==> config.mk <==
export PLATFORM = sky130hd
export DESIGN_NAME = fp_rnd
export DESIGN_NICKNAME = d
export VERILOG_FILES = /design/src/rtl/fp_rnd.sv
export SDC_FILE = /design/constraint.sdc
export NUM_CORES = 1
export LEC_CHECK = 0
export CAP_MARGIN = 20
export CORE_MARGIN = 2
export CORE_UTILIZATION = 45
export CTS_BUF_LIST = sky130_fd_sc_hd__clkbuf_16
export DETAILED_ROUTE_END_ITERATION = 16
export PLACE_DENSITY = 0.7
export SYNTH_ARGS = -nofsm -noshare
export SYNTH_HDL_FRONTEND = slang
export SYNTH_SLANG_ARGS = --single-unit
export TNS_END_PERCENT = 30
==> constraint.sdc <==
create_clock -name clock -period 3.3 [get_ports clock]
set_clock_uncertainty 0.2 [all_clocks]
set_input_delay 0.495 -clock clock [delete_from_list [all_inputs] [get_ports clock]]
set_output_delay 0.495 -clock clock [all_outputs]
set_load 0.03 [all_outputs]
==> src/rtl/fp_rnd.sv <==
// Single-precision rounding and packing stage: takes the unrounded record from the
// arithmetic units and produces the final binary32 result and {NV,DZ,OF,UF,NX} flags.
module fp_rnd (
   input  logic        clock,
   input  logic        reset,
   input  logic        in_valid,
   output logic        in_ready,
   input  logic        sig,
   input  logic [10:0] expo,
   input  logic [24:0] mant,
   input  logic [1:0]  rema,
   input  logic [1:0]  fmt,
   input  logic [2:0]  rm,
   input  logic [2:0]  grs,
   input  logic        snan,
   input  logic        qnan,
   input  logic        dbz,
   input  logic        inf,
   input  logic        zero,
   output logic        out_valid,
   input  logic        out_ready,
   output logic [31:0] result,
   output logic [4:0]  flags
);

   typedef enum logic [2:0] {
      RNE = 3'd0,
      RTZ = 3'd1,
      RDN = 3'd2,
      RUP = 3'd3,
      RMM = 3'd4
   } rmode_t;

   localparam logic [31:0] QNAN_DEFAULT = 32'h7FC00000;

   logic        s1_valid;
   logic        s1_sig;
   logic [10:0] s1_expo;
   logic [24:0] s1_mant;
   logic        s1_inc;
   logic        s1_inexact;
   rmode_t      s1_mode;
   logic        s1_spec;
   logic [31:0] s1_spec_res;
   logic [4:0]  s1_spec_flg;

   logic        s2_valid;
   logic [31:0] s2_result;
   logic [4:0]  s2_flags;

   logic        s1_en;
   logic        s2_en;

   rmode_t      mode;
   logic        inexact;
   logic        inc;
   logic        spec_hit;
   logic [31:0] spec_res;
   logic [4:0]  spec_flg;

   logic [24:0] m_sum;
   logic [24:0] m_norm;
   logic [11:0] e_fin;
   logic        ovf;
   logic        max_finite;
   logic [31:0] num_res;
   logic [4:0]  num_flg;
   logic        unused_bits;

   assign s2_en    = ~s2_valid | out_ready;
   assign s1_en    = ~s1_valid | s2_en;
   assign in_ready = s1_en & reset;

   assign out_valid = s2_valid & reset;
   assign result    = out_valid ? s2_result : 32'd0;
   assign flags     = out_valid ? s2_flags : 5'd0;

   assign unused_bits = ^{rema, m_norm[24]};

   // Stage 1 decode: rounding mode (unused encodings fall back to RNE) and increment
   assign inexact = |grs;

   always_comb begin
      mode = RNE;
      case (rm)
         3'd1:    mode = RTZ;
         3'd2:    mode = RDN;
         3'd3:    mode = RUP;
         3'd4:    mode = RMM;
         default: mode = RNE;
      endcase
   end

   always_comb begin
      inc = 1'b0;
      case (mode)
         RNE:     inc = grs[2] & (grs[1] | grs[0] | mant[0]);
         RTZ:     inc = 1'b0;
         RDN:     inc = sig & inexact;
         RUP:     inc = ~sig & inexact;
         RMM:     inc = grs[2];
         default: inc = 1'b0;
      endcase
   end

   // Special cases in priority order; any hit replaces the numeric result entirely
   always_comb begin
      spec_hit = 1'b1;
      spec_res = QNAN_DEFAULT;
      spec_flg = 5'b10000;
      if (fmt != 2'd0) begin
         spec_res = QNAN_DEFAULT;
         spec_flg = 5'b10000;
      end else if (snan) begin
         spec_res = QNAN_DEFAULT;
         spec_flg = 5'b10000;
      end else if (qnan) begin
         spec_res = QNAN_DEFAULT;
         spec_flg = 5'b00000;
      end else if (dbz) begin
         spec_res = {sig, 31'h7F800000};
         spec_flg = 5'b01000;
      end else if (inf) begin
         spec_res = {sig, 31'h7F800000};
         spec_flg = 5'b00000;
      end else if (zero) begin
         spec_res = {sig, 31'h00000000};
         spec_flg = 5'b00000;
      end else begin
         spec_hit = 1'b0;
         spec_res = 32'd0;
         spec_flg = 5'd0;
      end
   end

   always_ff @(posedge clock) begin
      if (!reset) begin
         s1_valid    <= 1'b0;
         s1_sig      <= 1'b0;
         s1_expo     <= 11'd0;
         s1_mant     <= 25'd0;
         s1_inc      <= 1'b0;
         s1_inexact  <= 1'b0;
         s1_mode     <= RNE;
         s1_spec     <= 1'b0;
         s1_spec_res <= 32'd0;
         s1_spec_flg <= 5'd0;
      end else if (s1_en) begin
         s1_valid <= in_valid;
         if (in_valid) begin
            s1_sig      <= sig;
            s1_expo     <= expo;
            s1_mant     <= mant;
            s1_inc      <= inc;
            s1_inexact  <= inexact;
            s1_mode     <= mode;
            s1_spec     <= spec_hit;
            s1_spec_res <= spec_res;
            s1_spec_flg <= spec_flg;
         end
      end
   end

   // Stage 2: apply increment, renormalise on carry-out, detect overflow, pack
   always_comb begin
      m_sum = s1_mant + {24'd0, s1_inc};
      if (m_sum[24]) begin
         m_norm = m_sum >> 1;
         e_fin  = {1'b0, s1_expo} + 12'd1;
      end else begin
         m_norm = m_sum;
         e_fin  = {1'b0, s1_expo};
      end
      if (s1_expo == 11'd0 && m_norm[23]) begin
         e_fin = 12'd1;
      end
      ovf        = e_fin >= 12'd255;
      max_finite = (s1_mode == RTZ) | ((s1_mode == RDN) & ~s1_sig) | ((s1_mode == RUP) & s1_sig);
      if (ovf) begin
         num_res = max_finite ? {s1_sig, 31'h7F7FFFFF} : {s1_sig, 31'h7F800000};
         num_flg = 5'b00101;
      end else begin
         num_res = {s1_sig, e_fin[7:0], m_norm[22:0]};
         num_flg = {3'b000, (e_fin[7:0] == 8'd0) & s1_inexact, s1_inexact};
      end
   end

   always_ff @(posedge clock) begin
      if (!reset) begin
         s2_valid  <= 1'b0;
         s2_result <= 32'd0;
         s2_flags  <= 5'd0;
      end else if (s2_en) begin
         s2_valid <= s1_valid;
         if (s1_valid) begin
            s2_result <= s1_spec ? s1_spec_res : num_res;
            s2_flags  <= s1_spec ? s1_spec_flg : num_flg;
         end
      end
   end

endmodule

==> impl_summary.md, run 1 <==
Outcome
The run finished with clean final reports.

Logic synthesis
The top cell type by area accounts for 31.3% of the synthesized area. The post-synthesis sequential element count is 87. The simple-gate share of the synthesized area is 31.6%. The largest family of logic cells by synthesized area is simple AND/OR/NAND/NOR gates.

The share of cell area taken by muxes after synthesis is 0.900%. The dominant register cell in the synthesized netlist is sky130_fd_sc_hd__dfxtp_1. Of all flip-flops after synthesis, the portion carrying an async set or reset was 0%. Yosys mapped a number of flops with a built-in enable equal to 0. The synthesized-area fraction occupied by ao, oa, aoi and oai cells is 25.3%. Synthesis handed over a netlist of 751 instances. The synthesized netlist devotes 3.31% of its cell area to XOR and XNOR gates.

sky130_fd_sc_hd__nand2_1 is the most common cell in the netlist. The mean cell area of the mapped netlist is 7.40 um2. The synthesized cell area is 5560 um2.

When the netlist entered floorplanning its net count stood at 811. Sorting the synthesized cells by area gives the leading types as sky130_fd_sc_hd__dfxtp_1, sky130_fd_sc_hd__nand2_1, sky130_fd_sc_hd__a21boi_0. For this run, the number of Yosys warnings is 0.

After synthesis, the netlist uses 69 different library cells. The sequential fraction of the synthesis area is 31.3%. The biggest area contributor in the post-synthesis netlist is sky130_fd_sc_hd__dfxtp_1.

After Yosys synthesis, full adders, half adders and majority gates account for 0.900% of the synthesized area. By count the netlist is led by sky130_fd_sc_hd__nand2_1, sky130_fd_sc_hd__dfxtp_1, sky130_fd_sc_hd__and3_1.

Power
The sequential group share of total power is 43.7%. The analysis attributes to cell leakage a power of 0.00280 uW. Overall power consumption after layout is estimated at 2640 uW. The clock network power share is 38.0%. In this run switching power makes up 27.7% of total power. Power spread over the standard cell area amounts to 371 nW/um2. Across the VDD grid, the largest voltage drop is 0.000200 V. Combinational logic burns 18.4% of the power. In this run the power spent charging and discharging nets is 730 uW.

The internal portion of the total power is 1910 uW.

Floorplan
The core area is 12,000 um2. The die height is 115 um. The count of boundary I/O pins is 95. The horizontal die dimension is 115 um. The starting density of the core is 46.3%. The die covers 13,300 um2. The number of cell rows is 40.

Final layout
The fill cell instance count of the final layout is 1,147. The count of inserted antenna diode cells is 0. Relative to the synthesized area, the layout overhead comes to 28.0%. The share of layout cells above drive strength 1 is 13.0%. After routing the design area is 7110 um2. The number of nets in the final layout is 907.

Global route
The number of global-route vias before repair came to 5,212. The met3 capacity usage during global routing is 2.58%. The total overflow left after global routing is 0. The first-pass GRT wire length is 25,700 um. For this run, global-route usage on met2 was measured as 37.0%.

The global-route total usage across every layer is 24.2%. Entering global routing, the biggest net connects 52 pins. The number of antenna violations at the first check in global routing was 0.

For this run, global-route usage on met1 was measured as 35.4%. In this run the most used layer during global routing was met2.

Setup path
Of all nets on the critical path, the largest fanout is 6. The arrival time at the worst endpoint is 3.16 ns. At the worst endpoint, the required time is 3.37 ns.

STA classifies the critical path startpoint as a flop. The worst setup path is of the reg -> reg kind. STA classifies the critical path endpoint as a flop.

STA
The count of final setup violators is 0. The worst path uses 93.6% of the clock period. The achievable clock frequency is 324 MHz. The number of hold violations in the final report came to 0. Setup repair after global routing left no endpoint under its margin. The normalized max-slew margin is 52.4%. For the pin with the worst max-slew slack, the measured transition is 0.714 ns. The max-slew violation total from the final report is 0. The aggregate negative setup slack is 0 ns.

For the finished layout, the period the worst path requires is 3.09 ns.

Route
The number of remaining DRC errors is 0. The post-detailed-routing wire length is 15,600 um. Summing over every cut layer, the via total after detailed routing is 5,640. After detailed routing, the number of vias per cell comes to 5.65. For this run, the detailed router's first-pass iteration total came to 5. The first routing iteration left 608 violations. The routed length per instance is 15.7 um. Once detail routing completed, the nets flagged for antenna violations numbered 0.

Clock tree
The post-CTS resize count is 0. The count of H-tree levels built during CTS is 3. The clock reaches the later pin of the worst-skew pair after 0.35 ns.

The number of buffers inserted by post-CTS setup repair is 0. After clock tree synthesis, the flow added hold-fix buffers numbering 0. TritonCTS created 9 clock buffers. The clock transition at the registers of the reported paths is 0.06 ns. TritonCTS built the clock tree. The clock net sink count is 87. The maximum number of buffers from clock root to sink is 2. The cell sitting at the root of the clock tree is a sky130_fd_sc_hd__clkbuf_16.

Placed design
Once placement finished, the instance area stood at 6810 um2. Routability-driven placement finished with a final weighted congestion of 0.905. Detailed placement ended at an HPWL of 11,600 um. The number of I/O port buffers is 92.

Min path
The tightest min-delay check is of the reg -> reg type.

Run
Across the run, the number of max-cap violations was 0.
## worst paths after layout
path	start	end	slack (ns)	cells past startpoint
worst max-delay path	s1_mant[0]	s2_result[28]	0.21	11
worst min-delay path	s2_result[19]	s2_result[19]	0.25	2
worst max register to register	s1_mant[0]	s2_result[28]	0.21	11
worst min register to register	s2_result[19]	s2_result[19]	0.25	2
## cell usage in the layout, fill, tap and decap left out, drive strengths merged, types with 8 or more instances in the layout
cell	instances
buf	63
xnor2	18
a21oi	35
nand2b	8
clkbuf	9
and2	12
nand4	9
nor3	19
nor2	47
a21boi	50
inv	8
dfxtp	87
nand2	145
clkdlybuf4s50	91
nand3	29
o22ai	8
o21ai	52
and3	53
## routing by layer
metal | vias up | part of all wire, %
li1 | 2848 | -
met1 | 2609 | 49
met2 | 163 | 45
met3 | 20 | 5.2
met4 | 0 | 1.6
met5 | - | 0
## state kept, by name (all words and copies together) (netlist names), 2 cells and up
register,cells
s1_expo,11
s1_spec_res,3
s2_result,32
s1_mode,3
s1_spec_flg,2
s2_flags,5
s1_mant,25
## critical path, cell delays in order (launching register included)
cell and delay (ns):
sky130_fd_sc_hd__dfxtp_1 0.37, sky130_fd_sc_hd__ha_1 0.23, sky130_fd_sc_hd__and4_1 0.26, sky130_fd_sc_hd__and4_1 0.24, sky130_fd_sc_hd__a21oi_2 0.08, sky130_fd_sc_hd__or4_1 0.52, sky130_fd_sc_hd__a222oi_1 0.32, sky130_fd_sc_hd__buf_4 0.18
sky130_fd_sc_hd__or2_4 0.16, sky130_fd_sc_hd__buf_4 0.14, sky130_fd_sc_hd__o211ai_2 0.12, sky130_fd_sc_hd__a21boi_0 0.18
## power by group through the flow
stage	clock [uW]	combinational, uW	sequential, uW
floorplan	0	305	1150
global placement	0	464	1170
detailed placement	0	475	1180
CTS	1020	478	1150
global route	1060	533	1160
finish	1000	485	1150
## per-stage QoR
stage / setup WS (ns) / hold WS (ns) / cells / util [%]
global placement: 0.176 / 0.231 / 982 / 56.7
global route: 0.0169 / 0.272 / 998 / 59.2
finish: 0.212 / 0.247 / 998 / 59.2
detailed placement: 0.114 / 0.237 / 982 / 56.7
floorplan: 0.209 / 0.221 / 751 / -
CTS: 0.0714 / 0.250 / 997 / 59.1
## area by class of cell
| class | instances | area (um2) | area share, % |
|---|---|---|---|
| inverter | 6 | 22.5 | 0.317 |
| multi-input combinational | 589 | 3470 | 48.8 |
| tap | 147 | 184 | 2.59 |
| clock buffer | 9 | 225 | 3.17 |
| clock inverter | 6 | 62.6 | 0.880 |
| sequential | 87 | 1740 | 24.5 |
| timing repair buffer | 154 | 1410 | 19.8 |
## logic make-up after synthesis
logic type / count (synthesis)
flops: 87
mux: 5
xor+xnor: 21
fa+ha+maj: 4
compound gates: 201
simple gates: 357
buf+inv: 76
Power figures use the tool's default switching activity.
==> run 2, diff against run 1 <==
- PLACE_DENSITY: 0.7 -> 0.77
==> run 2 against run 1 <==
  * Die area stayed put
  * First-iteration DRC count is 25% lower
  * Routed wire length is 1.6% lower
  * Worst hold slack better by 0.0050 ns
  * Clock power hardly changed
  * Combinational power is 1% lower
  * Non-clock buffer count is 2 lower
  * Final cell count is 0.30% lower
  * Largest cell class unchanged
  * Via count is 1.6% higher
  * Worst setup slack better by 0.041 ns
==> impl_summary.md, run 2 (synthesis gave the netlist of run 1 again) <==
Min path
The number of cells on the worst hold path is 2 (unchanged). The startpoint identified for the worst hold timing path is s2_result[12]. The path with the worst hold slack has its endpoint at s2_result[12]. The worst hold-check path type is reg -> reg.

Clock tree
The clock transition at the registers of the reported paths came to 0.06 ns (about the same). The count of H-tree levels built during CTS was 3 (unchanged). The number of CTS-inserted buffers came to 9 (unchanged). The maximum number of buffers from clock root to sink is 2 (unchanged). The CTS tree is yes. The number of buffers inserted for hold repair after clock tree synthesis came to 0 (unchanged). The clock net sink count is 87 (unchanged). The clock insertion delay at the later pin of the skew report is 0.35 ns (about the same).

CTS placed an instance of sky130_fd_sc_hd__clkbuf_16 at the clock tree root. The number of buffers inserted by post-CTS setup repair came to 0 (unchanged). The post-CTS resize count is 0 (unchanged).

Run
The number of max-capacitance violations reported is 0 (unchanged).

Global route
The number of antenna violations at the first check in global routing is 0 (unchanged). The global-route total usage across every layer is 23.8% (-0.41 points). The largest net degree at the start of global routing came to 109 (+110%). The first-pass GRT wire length is 25,400 um (-1.1%). The number of global-route vias before repair is 5,190 (-0.42%). The total grt overflow is 0 (unchanged).

Placed design
The worst setup timing slack at the placement stage is 0.123 ns (+0.00856 ns). The half-perimeter wire length after detailed placement was 11,400 um (-2.1%). The placer congestion estimate is 0.899 (-0.76%).

The number of I/O port buffers came to 92 (unchanged). The number of placed instances, taps included was 980 (-0.20%).

Setup path
The largest individual stage delay along the critical path comes from the cell sky130_fd_sc_hd__or4_1. The required time of the critical path was 3.32 ns (-0.05 ns). STA classifies the critical path endpoint as a flop. The signal on the critical path passes through ha_1 -> and4_1 -> and4_1 -> a21oi_2 -> or4_1 -> a222oi_1 -> or2_4 -> a21o_4 -> o21ai_2. In this run the critical register-to-register path is launched from s1_inc. The delay contributed by the slowest stage of the critical path was 0.51 ns (about the same). The arrival time at the worst endpoint came to 3.07 ns (-0.09 ns). The kind of start point of the critical path is a flop. The largest driver fanout on the critical path is 20 (+14). The worst path buffer plus inverter count was 0 (-2).

The depth of the worst register-to-register path is 9 (-2). In this design, the largest share of critical-path delay is due to simple AND/OR/NAND/NOR gates. The category of the most critical setup path is reg -> reg. The worst reg-to-reg setup slack is 0.25 ns (+0.04 ns). The end of the worst register-to-register path is s2_result[10]. The cell seen most often among critical-path stages is sky130_fd_sc_hd__and4_1.

Final layout
The final non-filler cell total is 995 (-0.30%). The fill cell instance count of the final layout came to 1,092 (-4.8%). The commonest non-fill, non-tap cell in the layout is sky130_fd_sc_hd__nand2_1. The flip-flop count of the largest register, all copies and words added was 32 (unchanged). The total area of multi-input combinational cells is 3450 um2 (-0.47%). The count of inserted antenna diode cells was 0 (unchanged).

The total area of sequential cells is 1740 um2 (unchanged). The largest registers in the layout are s2_result (32), s1_mant (25), s1_expo (11). Ranked by flip-flop count, first place goes to s2_result.

From synthesis to final layout, the design area changed by 27.4%. In the layout the commonest cells are sky130_fd_sc_hd__nand2_1, sky130_fd_sc_hd__clkdlybuf4s50_1, sky130_fd_sc_hd__dfxtp_1. The share of layout cells above drive strength 1 is 12.7% (-0.31 points).

The number of nets in the final layout is 904 (-0.33%). The final design utilization came to 58.9% (-0.27 points).

Outcome
The run finished with clean final reports.

Route
The top routing layer in use is met4. The number of detailed-routing iterations run before antenna repair is 5 (unchanged). The amount of wire on met3 after detailed routing is 978 um (+21%). The total via count in the routed design is 5,732 (+1.6%).

The detailed-routing wirelength on met1 is 7350 um (-3.2%). The post-detailed-routing wire length is 15,400 um (-1.6%). The routed length per instance is 15.4 um (-1.3%).

The routed length on met2 is 6740 um (-3.3%). The remaining antenna violation count is 0 (unchanged). The average vias per placed instance came to 5.76 (+1.9%). The number of remaining DRC errors is 0 (unchanged). The iteration-0 DRC count of the detailed router is 453 (-25%).

Floorplan
The count of boundary I/O pins was 95 (unchanged). The number of cell rows came to 40 (unchanged). The die height is 115 um (unchanged). The core area was 12,000 um2 (unchanged). The horizontal die dimension is 115 um (unchanged). The starting density of the core is 46.3% (unchanged). The floorplan die area is 13,300 um2 (unchanged).

STA
The final critical-path setup slack is 0.252 ns (+0.0407 ns). The shortest period the worst path allows is 3.05 ns (-0.0407 ns). Setup repair after global routing left no endpoint under its margin. The achievable clock frequency is 328 MHz (+1.3%). The aggregate negative setup slack is 0 ns (unchanged). The slew at the pin with the worst max-slew slack is 0.622 ns (-0.0919 ns). The normalized max-slew margin is 58.2% (+5.8 points). The number of hold violations in the final report is 0 (unchanged). The period utilization is 92.3% (-1.2 points). The count of final setup violators is 0 (unchanged). The max-slew violation total from the final report is 0 (unchanged).

Power
The worst supply voltage drop on vdd is 0.000183 V (-8.5%). The total power divided by cell area came to 371 nW/um2 (about the same). The leakage power was 0.00277 uW (-0.92%).
-- run 2: cell count changes in the layout (fill, tap and decap cells not counted) --
cell	delta
sky130_fd_sc_hd__inv_1	-1
sky130_fd_sc_hd__a2111oi_0	+1
sky130_fd_sc_hd__clkinv_1	+1
sky130_fd_sc_hd__a2111oi_1	-1
sky130_fd_sc_hd__clkinv_4	-1
sky130_fd_sc_hd__buf_4	-2
sky130_fd_sc_hd__clkinvlp_4	+1
sky130_fd_sc_hd__a21o_4	-1
-- run 2: worst max-delay path by stage --
stage	slack [ns]	cells past startpoint	to	start
finish	0.25	9	s2_result[10]	s1_inc
global route	0.007	9	s2_result[20]	s1_mant[0]
CTS	0.10	9	s2_result[10]	s1_inc
detailed placement	0.12	9	s2_result[10]	s1_inc
global placement	0.20	9	s2_result[10]	s1_mant[0]
floorplan	0.21	13	s2_result[4]	s1_mant[0]
-- run 2: cell type report --
type | instances | area share, %
Clock buffer | 9 | 3.18
Clock inverter | 6 | 0.866
Inverter | 6 | 0.318
Timing Repair Buffer | 152 | 19.7
Multi-Input combinational cell | 588 | 48.8
Sequential cell | 87 | 24.6
Tap cell | 147 | 2.60
-- run 2: tightest hold or removal path, stage by stage, from the launching register on --
cell and delay (ns):
sky130_fd_sc_hd__dfxtp_1 0.32, sky130_fd_sc_hd__nand2_1 0.06, sky130_fd_sc_hd__o21ai_2 0.04
-- run 2: where the power goes --
group          switching [uW]  total (uW)  leakage (uW)  internal (uW)
combinational             258         478       0.00193            220
sequential               48.8        1150      0.000713           1110
clock                     416         995      0.000133            579
total                     722        2630       0.00277           1910
-- run 2: routing by layer --
layer | up-vias | track usage [%]
met1 | 2657 | 34.0
li1 | 2833 | -
met5 | - | 0
met4 | 0 | 8.35
met3 | 27 | 3.48
met2 | 215 | 36.5
-- run 2: per-stage QoR --
| step | instance area (um2) | hold slack (ns) | total power (uW) |
|---|---|---|---|
| 6_report | 7080 | 0.252 | 2630 |
| 5_1_grt | 7080 | 0.276 | 2740 |
| 4_1_cts | 7080 | 0.255 | 2630 |
| 3_5_place_dp | 6790 | 0.241 | 1650 |
| 3_3_place_gp | 6790 | 0.231 | 1630 |
| 2_1_floorplan | 5560 | 0.221 | 1460 |
==> run 3, diff against run 2 <==
- DONT_BUFFER_PORTS: default -> 1
- PLACE_DENSITY: 0.77 -> 0.67
==> run 3 against run 2 <==
  * Clock-buffer cell count unchanged
  * Register-to-register slack is essentially flat
  * Highest routed layer unchanged
  * Total power shrank 0.12%
  * Critical endpoint is now s2_result[2]
  * Largest power group unchanged
  * Critical path type unchanged
  * Worst hold slack worse by 0.16 ns
  * Largest cell class unchanged
  * Combinational power shrank 16%
==> impl_summary.md, run 3 (synthesis gave the netlist of run 1 again) <==
Route
The total via count in the routed design came to 5,302 (-7.5%). The post-detailed-routing wire length is 15,000 um (-2.7%). The average vias per placed instance was 5.88 (+2.1%). The iteration-0 DRC count of the detailed router is 451 (-0.44%). The remaining antenna violation count came to 0 (unchanged). The number of remaining DRC errors is 0 (unchanged). The number of detailed-routing iterations run before antenna repair is 5 (unchanged).

The routed length per instance is 16.6 um (+7.5%).

Min path
The path class of the tightest hold or removal check is in -> reg. The number of cells on the worst hold path is 2 (unchanged).

Floorplan
The starting density of the core is 46.3% (unchanged). The floorplan die area is 13,300 um2 (unchanged). The number of cell rows came to 40 (unchanged). The core area was 12,000 um2 (unchanged). The count of boundary I/O pins came to 95 (unchanged). The horizontal die dimension was 115 um (unchanged). The die height is 115 um (unchanged).

STA
Setup repair after global routing left no endpoint under its margin. The shortest period the worst path allows is 3.04 ns (-0.00942 ns). The max-slew violation total from the final report was 0 (unchanged). The number of hold violations in the final report came to 0 (unchanged). The period utilization is 92.1% (-0.29 points). The aggregate negative setup slack is 0 ns (unchanged).

The achievable clock frequency was 329 MHz (+0.31%). The normalized max-slew margin is 58.9% (+0.74 points). The slew at the pin with the worst max-slew slack is 0.616 ns (-0.00638 ns). The count of final setup violators is 0 (unchanged). The final critical-path setup slack came to 0.262 ns (+0.00942 ns).

Placed design
The placer congestion estimate is 0.925 (+3.0%). The worst setup timing slack at the placement stage was 0.212 ns (+0.0889 ns). The half-perimeter wire length after detailed placement is 11,200 um (-1.5%). The number of I/O port buffers is 0 (-100%). The number of placed instances, taps included is 886 (-9.6%).

Clock tree
The clock tree root driver cell is sky130_fd_sc_hd__clkbuf_16. The clock transition at the registers of the reported paths is 0.06 ns (about the same). The number of buffers inserted by post-CTS setup repair is 0 (unchanged). The clock insertion delay at the later pin of the skew report is 0.35 ns (about the same).

The count of H-tree levels built during CTS is 3 (unchanged). The clock net sink count is 87 (unchanged). The number of CTS-inserted buffers is 9 (unchanged). The CTS tree is yes. The maximum number of buffers from clock root to sink came to 2 (unchanged).

Final layout
The count of inserted antenna diode cells came to 0 (unchanged). In the layout the commonest cells are sky130_fd_sc_hd__nand2_1, sky130_fd_sc_hd__dfxtp_1, sky130_fd_sc_hd__buf_4. The flip-flop count of the largest register, all copies and words added is 32 (unchanged). The number of nets in the final layout was 810 (-10%). The largest registers in the layout are s2_result (32), s1_mant (25), s1_expo (11). The top register by number of flip-flops is s2_result. The share of layout cells above drive strength 1 is 14.2% (+1.5 points).

The final non-filler cell total is 901 (-9.4%). The library cell used most frequently in the layout, excluding fill and tap cells, is sky130_fd_sc_hd__nand2_1. The area added between synthesis and finish is 11.5%.

Setup path
The largest driver fanout on the critical path is 4 (-80%). The cell seen most often among critical-path stages is sky130_fd_sc_hd__and4_1. The depth of the worst register-to-register path was 10 (+1). The category of the most critical setup path is reg -> reg. The arrival time at the worst endpoint is 3.08 ns (about the same).

The delay contributed by the slowest stage of the critical path is 0.50 ns (about the same). STA classifies the critical path endpoint as a flop. The slowest library cell on the worst path is sky130_fd_sc_hd__or4_1. The required time of the critical path is 3.34 ns (+0.02 ns). The critical path goes through ha_1 -> and4_1 -> and4_1 -> a21oi_2 -> or4_1 -> a222oi_1 -> or2_4 -> buf_4 -> a21oi_1 -> o221a_1.

The kind of start point of the critical path is a flop.

Power
The post-layout total power is 2620 uW (-0.12%). The worst supply voltage drop on vdd is 0.000231 V (+27%). The leakage power is 0.00245 uW (-12%). The total power divided by cell area was 423 nW/um2 (+14%).

Global route
The number of global-route vias before repair is 4,926 (-5.1%). The first-pass GRT wire length is 24,400 um (-3.8%). The number of antenna violations at the first check in global routing is 0 (unchanged).

The global-route total usage across every layer is 23.1% (-0.72 points). The largest net degree at the start of global routing is 109 (unchanged). The total grt overflow is 0 (unchanged).

Run
The number of max-capacitance violations reported is 0 (unchanged).

Outcome
The flow ran to the end, and the final reports show no timing, DRC or antenna violations.
[run 3: cell types whose count changed in the layout (fill, tap and decap cells not counted), sizes merged]
cell / change
buf: -3
bufinv: +1
clkdlybuf4s50: -91
clkinvlp: -1
[run 3: timing repair]
| action | CTS | global route |
|---|---|---|
| setup endpoints to repair | 0 | 6 |
| hold buffers | 0 | 0 |
| resized for setup | 0 | 3 |
[run 3: layout make-up]
cell class / instances / area (um2)
tap: 147 / 184
clock buffer: 9 / 225
fill: 1176 / 5810
sequential: 87 / 1740
timing repair buffer: 58 / 485
inverter: 6 / 22.5
multi-input combinational: 588 / 3460
clock inverter: 6 / 85.1
[run 3: path summary, 6_finish.rpt]
check	startpoint	end	slack, ns
worst min register to register	s2_result[11]	s2_result[11]	0.25
worst max register to register	s1_inc	s2_result[2]	0.26
worst min-delay path	in_valid	s1_valid	0.09
worst max-delay path	s1_inc	s2_result[2]	0.26
[run 3: layer usage]
metal / share of wire [%] / track usage (%)
met1: 48 / 32.8
met2: 44 / 34.6
met3: 6.8 / 5.43
met4: 1.2 / 7.31
met5: 0 / 0
[run 3: where the power goes]
group	total, uW	internal (uW)	switching (uW)	leakage (uW)
sequential	1150	1110	45.6	0.000713
combinational	402	169	233	0.00159
clock	1070	657	414	0.000149
total	2620	1930	692	0.00245
[run 3: critical path, delay by kind of cell, from the launching register on]
family                   cells  cell delay [ns]
AND/OR/NAND/NOR              4             1.25
AO/OA/AOI/OAI                4             0.77
flip-flops                   1             0.37
adder cells (fa/ha/maj)      1             0.21
buffers and inverters        1             0.13
[run 3: per-stage QoR]
step | util [%] | instance area (um2) | hold WS [ns]
4_1_cts | 51.6 | 6200 | 0.0639
6_report | 51.6 | 6200 | 0.0867
3_5_place_dp | 49.0 | 5890 | 0.238
5_1_grt | 51.6 | 6200 | 0.0695
3_3_place_gp | 49.0 | 5890 | 0.231
2_1_floorplan | - | 5560 | 0.221
